==> src/rtl/idelay_ctrl_pkg.sv <==
// idelay_ctrl_pkg: shared constants and FSM state type for the IDELAY tap-load sequencer.
// TAP_W is the CNTVALUE width; SETTLE_MIN is the shortest safe gap after a load pulse,
// covering the 2-stage input pipeline, the load cycle and the 2-stage output pipeline.
package idelay_ctrl_pkg;
    localparam int TAP_W           = 9;
    localparam int IDELAY_PIPE_IN  = 2;
    localparam int IDELAY_PIPE_OUT = 2;
    localparam int SETTLE_MIN      = IDELAY_PIPE_IN + 1 + IDELAY_PIPE_OUT;
    typedef enum logic [2:0] {
        INIT_LOAD,
        INIT_WAIT,
        IDLE,
        LOAD,
        WAIT,
        RESP
    } state_t;
endpackage

==> src/rtl/idelay_tap_bank.sv <==
// idelay_tap_bank: per-lane held tap registers and one-hot load-pulse generator.
// Ports: clk_div/rst_n (async active-low), wr_en/wr_idx/wr_tap write strobe,
// lane_load one-cycle pulse to the addressed lane, lane_tap packed held taps (9 bits per lane).
module idelay_tap_bank
    import idelay_ctrl_pkg::*;
#(
    parameter int N_LANES = 8,
    parameter int LIDX    = 3
) (
    input  logic                       clk_div,
    input  logic                       rst_n,
    input  logic                       wr_en,
    input  logic [LIDX-1:0]            wr_idx,
    input  logic [TAP_W-1:0]           wr_tap,
    output logic [N_LANES-1:0]         lane_load,
    output logic [N_LANES*TAP_W-1:0]   lane_tap
);
    for (genvar i = 0; i < N_LANES; i++) begin : g_lane
        logic             hit, ld;
        logic [TAP_W-1:0] tap;
        assign hit = wr_en && wr_idx == LIDX'(i);
        assign lane_load[i] = ld;
        assign lane_tap[i*TAP_W +: TAP_W] = tap;
        always_ff @(posedge clk_div or negedge rst_n) begin
            if (!rst_n) begin
                ld  <= 1'b0;
                tap <= '0;
            end else begin
                ld <= hit;
                if (hit) tap <= wr_tap;
            end
        end
    end
endmodule

==> src/rtl/idelay_tap_ctrl.sv <==
// idelay_tap_ctrl: sequencer owning the tap-load ports of N_LANES DATA_IDELAY lanes.
// Ports: clk_div/rst_n (async active-low); req_* single request port (valid/ready,
// wr, lane, tap); rsp_* one-cycle response strobe with lane/tap/err; init_done after the
// post-reset sweep; lane_load/lane_tap drive the lanes; lane_tap_rb is their CNTVALUEOUT.
// Build option IDELAY_TAP_VERIFY_EN: write responses return the lane readback, flag a
// mismatch in rsp_err and count mismatches (init sweep included) in verify_err_cnt.
module idelay_tap_ctrl
    import idelay_ctrl_pkg::*;
#(
    parameter int N_LANES    = 8,
    parameter int INIT_TAP   = 0,
    parameter int SETTLE_CYC = 6
) (
    input  logic                       clk_div,
    input  logic                       rst_n,
    input  logic                       req_valid,
    output logic                       req_ready,
    input  logic                       req_wr,
    input  logic [7:0]                 req_lane,
    input  logic [TAP_W-1:0]           req_tap,
    output logic                       rsp_valid,
    output logic [7:0]                 rsp_lane,
    output logic [TAP_W-1:0]           rsp_tap,
    output logic                       rsp_err,
    output logic                       init_done,
    output logic [N_LANES-1:0]         lane_load,
    output logic [N_LANES*TAP_W-1:0]   lane_tap,
    input  logic [N_LANES*TAP_W-1:0]   lane_tap_rb
`ifdef IDELAY_TAP_VERIFY_EN
    ,
    output logic [15:0]                verify_err_cnt
`endif
);
    localparam int LIDX = N_LANES > 1 ? $clog2(N_LANES) : 1;
    localparam int CW   = $clog2(SETTLE_CYC + 1);
    localparam logic [TAP_W-1:0] INIT_V = TAP_W'(INIT_TAP);
`ifdef IDELAY_TAP_VERIFY_EN
    localparam bit VERIFY = 1'b1;
`else
    localparam bit VERIFY = 1'b0;
`endif
    if (SETTLE_CYC < SETTLE_MIN) begin : g_settle_chk
        $error("SETTLE_CYC is shorter than the DATA_IDELAY pipeline");
    end
    logic [TAP_W-1:0] rb [N_LANES];
    for (genvar i = 0; i < N_LANES; i++) begin : g_rb
        assign rb[i] = lane_tap_rb[i*TAP_W +: TAP_W];
    end
    state_t           state;
    logic [CW-1:0]    cnt;
    logic [LIDX-1:0]  ptr;
    logic [7:0]       lane_q;
    logic [TAP_W-1:0] tap_q, rb_q;
    logic             wr_q, ok_q, req_ok, settled;
    assign req_ready = state == IDLE;
    assign req_ok    = int'(req_lane) < N_LANES;
    assign ok_q      = int'(lane_q) < N_LANES;
    assign settled   = cnt == CW'(1);
    assign rb_q      = rb[lane_q[LIDX-1:0]];
    // A write's settle count starts at accept, so LOAD is the first of its SETTLE_CYC cycles.
    always_ff @(posedge clk_div or negedge rst_n) begin
        if (!rst_n) begin
            state     <= INIT_LOAD;
            cnt       <= '0;
            ptr       <= '0;
            lane_q    <= '0;
            tap_q     <= '0;
            wr_q      <= 1'b0;
            rsp_valid <= 1'b0;
            rsp_lane  <= '0;
            rsp_tap   <= '0;
            rsp_err   <= 1'b0;
            init_done <= 1'b0;
        end else begin
            rsp_valid <= 1'b0;
            case (state)
                INIT_LOAD: begin
                    state <= INIT_WAIT;
                    cnt   <= CW'(SETTLE_CYC);
                end
                INIT_WAIT: begin
                    if (settled) begin
                        ptr       <= ptr + 1'b1;
                        state     <= ptr == LIDX'(N_LANES - 1) ? IDLE : INIT_LOAD;
                        init_done <= ptr == LIDX'(N_LANES - 1);
                    end else cnt <= cnt - 1'b1;
                end
                IDLE: begin
                    if (req_valid) begin
                        lane_q <= req_lane;
                        tap_q  <= req_tap;
                        wr_q   <= req_wr;
                        cnt    <= CW'(SETTLE_CYC);
                        state  <= req_wr && req_ok ? LOAD : RESP;
                    end
                end
                LOAD: begin
                    state <= WAIT;
                    cnt   <= cnt - 1'b1;
                end
                WAIT: begin
                    if (settled) state <= RESP;
                    else cnt <= cnt - 1'b1;
                end
                RESP: begin
                    state     <= IDLE;
                    rsp_valid <= 1'b1;
                    rsp_lane  <= lane_q;
                    rsp_tap   <= !ok_q ? '0 : (wr_q && !VERIFY) ? tap_q : rb_q;
                    rsp_err   <= !ok_q || (VERIFY && wr_q && rb_q != tap_q);
                end
                default: state <= INIT_LOAD;
            endcase
        end
    end
    idelay_tap_bank #(.N_LANES(N_LANES), .LIDX(LIDX)) u_bank (
        .clk_div   (clk_div),
        .rst_n     (rst_n),
        .wr_en     (state == INIT_LOAD || state == LOAD),
        .wr_idx    (state == INIT_LOAD ? ptr : lane_q[LIDX-1:0]),
        .wr_tap    (state == INIT_LOAD ? INIT_V : tap_q),
        .lane_load (lane_load),
        .lane_tap  (lane_tap)
    );
`ifdef IDELAY_TAP_VERIFY_EN
    logic mism;
    assign mism = (state == INIT_WAIT && settled && rb[ptr] != INIT_V) ||
                  (state == RESP && wr_q && ok_q && rb_q != tap_q);
    always_ff @(posedge clk_div or negedge rst_n) begin
        if (!rst_n) verify_err_cnt <= '0;
        else if (mism && verify_err_cnt != 16'hFFFF) verify_err_cnt <= verify_err_cnt + 1'b1;
    end
`endif
endmodule

==> config.mk <==
export PLATFORM = sky130hd
export DESIGN_NAME = idelay_tap_ctrl
export DESIGN_NICKNAME = d
export VERILOG_FILES = /design/src/rtl/idelay_ctrl_pkg.sv /design/src/rtl/idelay_tap_bank.sv /design/src/rtl/idelay_tap_ctrl.sv
export SDC_FILE = /design/constraint.sdc
export NUM_CORES = 1
export LEC_CHECK = 0
export CAP_MARGIN = 20
export CORE_ASPECT_RATIO = 0.75
export CORE_MARGIN = 4
export CORE_UTILIZATION = 50
export DETAILED_ROUTE_END_ITERATION = 10
export PLACE_DENSITY = 0.93
export SLEW_MARGIN = 20
export SYNTH_ARGS = -nofsm -noshare
export SYNTH_HDL_FRONTEND = slang
export SYNTH_SLANG_ARGS = --single-unit
==> constraint.sdc <==
create_clock -name clk_div -period 3.8 [get_ports clk_div]
set_input_delay 0.38 -clock clk_div [delete_from_list [all_inputs] [get_ports clk_div]]
set_output_delay 0.38 -clock clk_div [all_outputs]
set_load 0.05 [all_outputs]
**Yosys cells after proc, flatten, opt, wreduce, memory -nomap -nowiden**

Index checks and enable logic that the tools add are counted.
W data, S select, Z words.

- Bits in writable memories: 0
- Input bits: 93
- ROM bits: 0
- Memories kept: 0
- Register bits: 127
- Bits in latches: 0
- Output and inout port bits: 101
- Word-level logic and storage cells: 87

- Multiplexer cells: 17
- Reduce and logical (&&, ||, !) cells: 19
- Bitwise logic cells: 1
- Div/mod/pow operators: 0
- Shift-type cells: 0
- Equality and inequality tests: 18
- Multiply operators: 0
- Add/sub/neg operators: 2
- Magnitude comparators: 3

Operator list:

| operator | number |
|---|---|
| $mux W9 | 5 |
| $bmux W9 S3 | 1 |
| $eq A3 B3 Y1 const B | 7 |
| $mux W3 | 7 |
| $pmux W3 S6 | 1 |
| $lt A8 B4 Y1 const B | 2 |
| $eq A3 B2 Y1 const B | 4 |
| $pmux W3 S4 | 1 |
| $eq A3 B1 Y1 const B | 3 |
| $logic_and A1 B1 Y1 | 9 |
| $ne A2 B2 Y1 const B | 4 |
| $logic_not A3 Y1 | 2 |
| $reduce_and A3 Y1 | 2 |
| $ge A4 B4 Y1 const B | 1 |
| $not A3 Y4 | 1 |
| $reduce_and A2 Y1 | 2 |
| $reduce_bool A4 Y1 | 1 |
| $add A3 B1 Y3 const B | 1 |
| $sub A3 B1 Y3 const B | 1 |
| $mux W2 | 1 |
| $reduce_or A2 Y1 | 1 |
| $logic_not A1 Y1 | 1 |
| $logic_or A1 B1 Y1 | 1 |
| $mux W1 | 1 |

**Logic depth before layout (Yosys ltp)**

- Depth in word-level cells: 6
- Gate-level depth with buffers: 7
- Gate-level depth less buffers: 6

**Modules after synthesis**

Synthesis repeated with hierarchy kept, for this count alone.

- Cells, all modules: 427
- Area total of the unflattened synthesis: 5969.5 um2

By module, submodules not included:

| module | cells each | seq. area each (um2) | area each (um2) | times used |
|---|---|---|---|---|
| idelay_tap_bank | 180 | 2001.9 | 3254.4 | 1 |
| idelay_tap_ctrl | 247 | 1176.1 | 2715.1 | 1 |

**Worst setup path after synthesis**

OpenSTA, ideal clock, no wires.

- Kind: register -> register
- From: register state[1]
- To: register lane_q[0]
- Data required time: 3675 ps
- Stages on the path, launching flop included: 8
- Buffers on the path: 3
- Data arrival time: 2525 ps
- Period minus slack after synthesis: 2650 ps
- Slack: 1150 ps
- Library setup time: 125 ps
- Cells stage by stage: dfrtp_1 buf_6 inv_1 nor3_1 and2_1 buf_4 buf_6 mux2_2

- Longest elaborated chain between the ends: 2

RTL lines:

| what | line | text |
|---|---|---|
| start, declared | idelay_tap_ctrl.sv:49 | `state_t state;` |
| start signal, assigned | idelay_tap_ctrl.sv:84 | `state <= ptr == LIDX'(N_LANES - 1) ? IDLE : INIT_LOAD;` |
| start signal, assigned | idelay_tap_ctrl.sv:94 | `state <= req_wr && req_ok ? LOAD : RESP;` |
| $eq A3 B2 Y1 | - |  |
| net req_ready | idelay_tap_ctrl.sv:17 | `output logic req_ready,` |
| $reduce_and A2 Y1 (no source line) | - |  |
| end signal, assigned | idelay_tap_ctrl.sv:90 | `lane_q <= req_lane;` |
| end, declared | idelay_tap_ctrl.sv:52 | `logic [7:0] lane_q;` |

The timed path passes the listed nets, and every way through them passes these cells.
A chain may end at the register's enable or synchronous reset.

**Worst setup path in the final report**

- From: register state[1]
- To: output req_ready

- Longest elaborated chain between the ends: 1

RTL lines:

| what | line | text |
|---|---|---|
| $eq A3 B2 Y1 | idelay_tap_ctrl.sv:55 | `assign req_ready = state == IDLE;` |
| end, declared | idelay_tap_ctrl.sv:17 |  |

Every way passes these cells.

==> qor.csv <==
metric,value,unit
status,"finished, final reports clean",
dr_total_vias,4324,
grt_pass1_wl,26000,µm
place_ws,1.24,ns
p_sw,626,µW
netlist_area,5800,µm²
drc,0,
postRouteAntennaNets,0,
dr.pass1.iters,4,
r2r-end,rsp_tap[1],
period_needed,2.68,ns
worst_slack,1.12,ns
layout.area.seq,3180,µm²
yosys_warnings,0,
ioPinCount,194,
grt_use_total,0.248,
dieArea,13400,µm²
grt_max_degree,74,
rows,33,
fillers,701,
rrSetupSlack,1.18,ns
ys_seq_area_frac,0.548,
crit_end,req_ready,
clock_path_buffers,2,
slew_headroom,0.395,
multi_input_area,2380,µm²
root_buffer,clkbuf_16,
cp.required,3.42,ns
r2r_cells,4,
tightest_slew,0.908,ns
routedWlPerCell,20.3,µm
initial_core_util,0.520,
hpwl,11900,µm
diodes,0,
async_reset_ff_frac,1.00,
die_w,132,µm
via_per_inst,5.45,
finalNonFillerCells,794,
critPathMaxFanout,9,
finalSetupViolations,0,
synth.avg_cell_area,12.8,µm²
fin_tns_setup,0,ns
crit_start,state[1],
cts_tree,built,
cts_max_level,4,
grt_setup_unrepaired,false,
hold_viol,0,
ys.flop_type,dfrtp_1,
routed_wl,16100,µm
core,11100,µm²
synth_edf_count,0,
critical_path_class,reg -> out,
fin_nets,738,
synthDistinctLibCells,35,
overflow,0,
syn-num-nets,551,
cp.arrival,2.30,ns
seq_power_share,0.428,
ys_ff_latch,127,
rr_startpoint,state[2],
skew,0.0103,ns
place_inst,762,
final_common_cell,clkdlybuf4s50_1,
hp-class,in -> async,
final_cell_mix,"clkdlybuf4s50_1, dfrtp_1, mux2_2, mux2i_1, nand2_1",
synthCells,454,
cap_violations,0,
cts_setup_buffers,0,
p_int,2530,µW
crit_path_start_kind,flop,
numPortBuffers,193,
cts_buffers,17,
clock.fmax,373,MHz
first_iter_violations,282,
period_share,0.706,
gp_congestion,0.796,
antenna_found_initial,0,
cp-end-kind,output pin,
drive_gt1_frac,0.220,
clock_latency,0.41,ns
clkTransAtPathRegs,0.05,ns
cts_sinks,127,
die_h,101,µm
grt_pass1_vias,4868,
ctsResizeCount,0,
combPwrFrac,0.047,
ir_worst_vdd,0.279,mV
hold_buffers,0,
syn_to_final_growth,43.7,%
p_per_area,379,nW/µm²
slew_viol_final,0,
p_leak,0.00378,µW
clkPwrFrac,0.525,
holdWs,0.0925,ns
p_sw_frac,0.198,
-- final cells by class --
cell class | count | area share
Clock buffer | 23 | 0.0573
Sequential cell | 127 | 0.381
Clock inverter | 9 | 0.0159
Tap cell | 140 | 0.0210
Multi-Input combinational cell | 288 | 0.285
Timing Repair Buffer | 196 | 0.234
Inverter | 11 | 0.00495
-- power by group through the flow --
| stage | Clock [µW] | Combinational [µW] | Sequential, µW |
|---|---|---|---|
| after floorplan | 0 | 19.1 | 1380 |
| after global placement | 0 | 145 | 1380 |
| after detailed placement | 0 | 149 | 1380 |
| after CTS | 1680 | 150 | 1350 |
| after global routing | 1750 | 160 | 1350 |
| final | 1660 | 148 | 1350 |
-- flip-flops by register name (all words and copies together), names as in the netlist --
name / cells
cnt: 3
init_done: 1
lane_q: 8
ptr: 3
rsp_err: 1
rsp_lane: 8
rsp_tap: 9
rsp_valid: 1
state: 3
tap_q: 9
u_bank.g_lane.ld: 8
u_bank.g_lane.tap: 72
wr_q: 1
-- worst max-delay path, cell delays in order, from the launching register on --
cell	delay, ns
dfrtp_1	0.50
inv_1	0.17
nor3_1	0.32
clkdlybuf4s50_1	0.90
-- stage by stage --
stage | utilization | cell area (µm²) | power [µW]
2_1_floorplan | - | 5800 | 1400
3_3_place_gp | 0.693 | 7720 | 1520
3_5_place_dp | 0.693 | 7720 | 1530
4_1_cts | 0.748 | 8340 | 3180
5_1_grt | 0.748 | 8340 | 3260
6_report | 0.748 | 8340 | 3160
-- layer usage --
layer,GRT usage,vias to the layer above,wire [µm]
li1,-,1963,-
met1,0.309,2167,6590
met5,0,-,0
met4,0.0655,0,207
met3,0.0889,20,1250
met2,0.419,174,8040
-- worst min-delay path by stage --
| stage | to | cells past startpoint | slack, ns | start |
|---|---|---|---|---|
| after global placement | rsp_lane[7] | 2 | 0.46 | rsp_lane[7] |
| after detailed placement | rsp_lane[0] | 2 | 0.47 | rsp_lane[0] |
| after floorplan | cnt[0] | 0 | 0.08 | rst_n |
| after CTS | lane_q[2] | 1 | 0.13 | rst_n |
| after global routing | lane_q[2] | 1 | 0.16 | rst_n |
| final | lane_q[2] | 1 | 0.09 | rst_n |
-- synthesized netlist by cell type, drive strengths merged (2+ instances only) --
| cell type | instances | area, µm² |
|---|---|---|
| a21oi | 5 | 47.5 |
| mux2 | 94 | 1060 |
| buf | 20 | 154 |
| o21ai | 13 | 65.1 |
| nand3 | 3 | 15.0 |
| dfrtp | 127 | 3180 |
| ha | 4 | 50.1 |
| mux2i | 42 | 420 |
| nor3 | 4 | 25.0 |
| o31ai | 10 | 75.1 |
| inv | 11 | 41.3 |
| xor2 | 2 | 17.5 |
| nand2b | 16 | 100 |
| nor2 | 7 | 26.3 |
| clkbuf | 8 | 50.1 |
| nand2 | 46 | 188 |
| o22ai | 18 | 113 |
| nor2b | 14 | 92.6 |
-- logic make-up after synthesis --
kind of cell,count (synthesis),share of synthesized area
multiplexers,136,0.255
XOR/XNOR,2,0.00302
AND/OR/NAND/NOR,97,0.0873
flip-flops,127,0.548
adder cells (fa/ha/maj),4,0.00863
buffers and inverters,39,0.0423
AO/OA/AOI/OAI,49,0.0561
No activity file was read; power rests on OpenSTA's default activity.
